### src/rtl/osc_pkg.sv
// Shared waveform-select encodings for the waveform_osc tone generator.
package osc_pkg;

    localparam int unsigned MODE_W = 2;

    localparam logic [MODE_W-1:0] WAVE_SQUARE = 2'd0;
    localparam logic [MODE_W-1:0] WAVE_PULSE  = 2'd1;
    localparam logic [MODE_W-1:0] WAVE_SAW    = 2'd2;
    localparam logic [MODE_W-1:0] WAVE_TRI    = 2'd3;

endpackage

### src/rtl/osc_tick_divider.sv
// Prescaler: emits one phase tick every div_max+1 enabled clock cycles.
module osc_tick_divider #(
    parameter int unsigned DIV_W = 32
) (
    input  logic             clk,
    input  logic             rst,
    input  logic             en,
    input  logic             sync,
    input  logic [DIV_W-1:0] div_max,
    output logic             tick
);

    logic [DIV_W-1:0] div_cnt;

    // '>=' so that shrinking div_max below the running count ticks immediately.
    assign tick = en & (div_cnt >= div_max);

    always_ff @(posedge clk) begin
        if (rst) begin
            div_cnt <= '0;
        end else if (sync || tick) begin
            div_cnt <= '0;
        end else if (en) begin
            div_cnt <= div_cnt + DIV_W'(1);
        end
    end

endmodule

### src/rtl/waveform_osc.sv
// Multi-waveform tone generator: prescaled phase ramp -> square/pulse/saw/triangle sample.
// Optional output scaling by an amplitude port when OSC_AMP_SCALE_EN is defined.
module waveform_osc
    import osc_pkg::*;
#(
    parameter int unsigned DATA_W = 8,
    parameter int unsigned DIV_W  = 32
) (
    input  logic              clk,
    input  logic              rst,
    input  logic              en,
    input  logic              sync,
    input  logic [DIV_W-1:0]  div_max,
    input  logic [MODE_W-1:0] mode,
    input  logic [DATA_W-1:0] duty,
`ifdef OSC_AMP_SCALE_EN
    input  logic [DATA_W-1:0] amplitude,
`endif
    output logic [DATA_W-1:0] data,
    output logic              wrap
);

    localparam logic [DATA_W-1:0] MAX = '1;

    logic              tick;
    logic [DATA_W-1:0] phase;
    logic [DATA_W-1:0] wave;
    logic [DATA_W-1:0] tri_t;
    logic [DATA_W-1:0] data_next;

    osc_tick_divider #(
        .DIV_W (DIV_W)
    ) u_tick_divider (
        .clk     (clk),
        .rst     (rst),
        .en      (en),
        .sync    (sync),
        .div_max (div_max),
        .tick    (tick)
    );

    always_comb begin
        wave  = '0;
        tri_t = {phase[DATA_W-2:0], 1'b0};
        unique case (mode)
            WAVE_SQUARE: wave = phase[DATA_W-1] ? '0 : MAX;
            WAVE_PULSE:  wave = (phase < duty) ? MAX : '0;
            WAVE_SAW:    wave = phase;
            WAVE_TRI:    wave = phase[DATA_W-1] ? ~tri_t : tri_t;
            default:     wave = '0;
        endcase
    end

`ifdef OSC_AMP_SCALE_EN
    logic [2*DATA_W-1:0] product;

    // Keep the high half of the full product: truncating scale, no rounding.
    assign product   = {{DATA_W{1'b0}}, wave} * {{DATA_W{1'b0}}, amplitude};
    assign data_next = product[2*DATA_W-1:DATA_W];
`else
    assign data_next = wave;
`endif

    always_ff @(posedge clk) begin
        if (rst) begin
            phase <= '0;
            wrap  <= 1'b0;
            data  <= '0;
        end else begin
            data <= data_next;
            if (sync) begin
                phase <= '0;
                wrap  <= 1'b0;
            end else if (tick) begin
                phase <= phase + DATA_W'(1);
                wrap  <= (phase == MAX);
            end else begin
                wrap  <= 1'b0;
            end
        end
    end

endmodule

### config.mk
export PLATFORM = sky130hd
export DESIGN_NAME = waveform_osc
export DESIGN_NICKNAME = d
export VERILOG_FILES = /design/src/rtl/osc_pkg.sv /design/src/rtl/osc_tick_divider.sv /design/src/rtl/waveform_osc.sv
export SDC_FILE = /design/constraint.sdc
export NUM_CORES = 1
export LEC_CHECK = 0
export BUFFER_PORTS_ARGS = -buffer_cell sky130_fd_sc_hd__buf_2
export CAP_MARGIN = 20
export CORE_UTILIZATION = 40
export DETAILED_ROUTE_END_ITERATION = 10
export GPL_ROUTABILITY_DRIVEN = 0
export SETUP_SLACK_MARGIN = 0.1
export SLEW_MARGIN = 20
export SYNTH_ARGS = -nofsm -noshare
export SYNTH_HDL_FRONTEND = slang
export SYNTH_SLANG_ARGS = --single-unit
### constraint.sdc
create_clock -name clk -period 3.5 [get_ports clk]
set_clock_uncertainty 0.05 [all_clocks]
set_input_delay 0.35 -clock clk [delete_from_list [all_inputs] [get_ports clk]]
set_output_delay 0.35 -clock clk [all_outputs]
set_load 0.01 [all_outputs]
==> flow_metrics.tcl <==
set metrics [dict create \
    fin_setup_tns_ns 0 \
    syn_area_mm2 0.00315 \
    ir_drop_uv 140 \
    cap_violations 0 \
    endpoint_kind "register" \
    cts.clk_slew.worst_paths_ns 0.09 \
    yosysTopAreaCell "dfxtp_1" \
    grt_max_degree 33 \
    slowest_delay_ns 0.43 \
    timing.final.crit_share_pct 80.7 \
    clk_path_buf_depth 2 \
    fin_crit_ns 2.82 \
    violations "design-rule violations" \
    switchingPower_uw 251 \
    post_cts_resized 0 \
    synth_edf_count 0 \
    grt_usage_pct 16.2 \
    p_int_uw 751 \
    synth_warnings 0 \
    hold_violations 0 \
    crit_chain "inv_1, ha_1, nand2b_4, a2111oi_4, o21a_1, o211ai_2, a211oi_4, buf_4, nand2_2, nor2_1" \
    root_buffer "clkbuf_8" \
    synthFlopType "dfxtp_1" \
    setup_viol 0 \
    port_buffers 54 \
    clock.fmax_mhz 354 \
    dp_hpwl_um 5000 \
    critPathTopFamily "compound AO/OA/AOI/OAI gates" \
    synthToLayoutAreaGrowth_pct 13.1 \
    sequentialPowerShare_pct 56.6 \
    synth-async-reset-ratio_pct 0 \
    drt_iter0_markers 84 \
    synth_common_cells "dfxtp_1, nor2_1, inv_1" \
    worstPathMaxFanout 32 \
    io_pins 55 \
    swShare_pct 25.1 \
    dr_total_vias 2634 \
    cts_tree "yes" \
    syn_nets 467 \
    p_total_uw 1000 \
    drc_errors 1 \
    grt_pass1_wl_um 10900 \
    cts_made_buffers 5 \
    netlist.area_leader.share_pct 31.1 \
    antennaDiodeCount 0 \
    core.rowCount 32 \
    hp-class "in -> reg" \
    synthTopCellsByArea "dfxtp_1, ha_1, xor2_1" \
    final_nets 517 \
    clkPwrFrac_pct 33.1 \
    dieWidth_um 90.8 \
    cts_setup_buffers 0 \
    grt-ovfl-total 0 \
    die_area_mm2 0.00824 \
    ys_seq_elements 49 \
    path_class "reg -> reg" \
    hold_buffers 0 \
    drt_first_pass_iters 7 \
    synth.distinct_cells 41 \
    antenna_found_initial 0 \
    die_h_um 90.8 \
    run_status "finished, violations left" \
    detail-route-antenna-nets 0 \
    start_kind "register" \
    synth_most_common_cell "dfxtp_1" \
    power.density_mw_per_mm2 281 \
    drive_above_1_share_pct 16.5 \
    slew_headroom_pct 56.3 \
    start_util_pct 41.0 \
    clock_sinks 49 \
    filler_cell_count 795 \
    grt_pass1_vias 2488 \
    crit_required_ns 3.68 \
    slowest_stage "dfxtp_1" \
    leakagePower_uw 0.00168 \
    clk-insertion-delay-late_ns 0.30 \
    postSynthCellCount 379 \
    seq_area_frac_synth_pct 31.1 \
    worstMarginPinSlew_ns 0.652 \
    cp_num_buf_inv 2 \
    core-area_mm2 0.00769 \
    regArea_um2 981 \
    maxSlewViolCount 0 \
    drt-total-wl_um 6430 \
    combPwrFrac_pct 10.3 \
    wl_per_cell_um 12.1 \
    syn_area_per_cell_um2 8.32 \
    crit_arrival_ns 3.01 \
    rsz0062_at_grt "no" \
    viasPerCell 4.95 \
    cts_max_level 2 \
    multi_input_area_mm2 0.00193 \
]
## worst register-to-register path, delay by kind of cell, from the launching register on
family                     cells  cell delay, ns
and+or+nand+nor                3            0.75
AOI/OAI and AO/OA              4            0.96
DFF                            1            0.43
buffers and inverters          2            0.31
adders and majority gates      1            0.27
## final timing paths
path,from,endpoint,slack [ns],depth (start not counted)
max,u_tick_divider.div_cnt[0]$_SDFFE_PP0P_,u_tick_divider.div_cnt[15]$_SDFFE_PP0P_,0.68,10
min,rst,data[1]$_SDFF_PP0_,0.27,2
max reg2reg,u_tick_divider.div_cnt[0]$_SDFFE_PP0P_,u_tick_divider.div_cnt[15]$_SDFFE_PP0P_,0.68,10
min reg2reg,u_tick_divider.div_cnt[31]$_SDFFE_PP0P_,u_tick_divider.div_cnt[31]$_SDFFE_PP0P_,0.50,2
## metal layers
| metal | share of wire [%] | up-vias | GRT usage, % |
|---|---|---|---|
| met5 | 0 | - | 0 |
| met4 | 1.0 | 0 | 4.37 |
| met3 | 2.6 | 8 | 3.11 |
| met2 | 46 | 33 | 27.5 |
| met1 | 50 | 1204 | 20.9 |
| li1 | - | 1389 | - |
## placed cells by master (no fill, tap or decap), types with 3 or more instances in the layout
cell type and count:
and3_1 9, o21ai_0 6, clkbuf_8 5, xnor2_1 17, xor2_1 21, and4_1 6, nand4_1 12, ha_1 42
a21o_1 4, nor3_1 3, inv_1 43, or3_1 5, buf_2 54, nand2_1 32, o211ai_1 6, a21oi_1 26
dfxtp_1 49, nand3_1 15, nor2_1 46
## kinds of logic (layout without fill, tap and decap cells)
family          count (synthesis)  after routing  share of synthesized area (%)
buf+inv                        55            106                           7.58
mux                             4              4                           1.35
simple gates                  134            134                           20.4
compound gates                 57             57                           12.3
fa+ha+maj                      42             42                           16.7
flops                          49             49                           31.1
xor+xnor                       38             38                           10.6
## metrics by stage
stage / area, um2 / hold WS [ns] / util (%) / instances / worst slack [ns]
2_1_floorplan: 3150 / 0.433 / - / 379 / 1.21
3_3_place_gp: 3480 / 0.464 / 45.3 / 524 / 0.735
3_5_place_dp: 3480 / 0.472 / 45.3 / 524 / 0.659
4_1_cts: 3570 / 0.261 / 46.4 / 532 / 0.626
5_1_grt: 3570 / 0.277 / 46.4 / 532 / 0.428
6_report: 3570 / 0.270 / 46.4 / 532 / 0.675
## flip-flops by register name, summed over array words and instances, names as in the netlist
| register | flops |
|---|---|
| u_tick_divider.div_cnt | 32 |
| wrap | 1 |
| phase | 8 |
| data | 8 |
## power by group through the flow
stage / clock [uW] / sequential (uW) / combinational [uW]
after floorplan: 0 / 583 / 61.9
after global placement: 0 / 580 / 102
after detailed placement: 0 / 580 / 105
after CTS: 343 / 567 / 105
after global routing: 367 / 568 / 117
final: 331 / 567 / 103
## final cells by class
cell class | instances | area share (%)
well taps | 102 | 3.58
clock buffers | 5 | 1.93
inverters | 43 | 4.52
clock inverters | 3 | 0.491
repair buffers | 55 | 7.79
flip-flops and latches | 49 | 27.5
multi-input cells | 275 | 54.2
(Power assumes the default switching activity.)
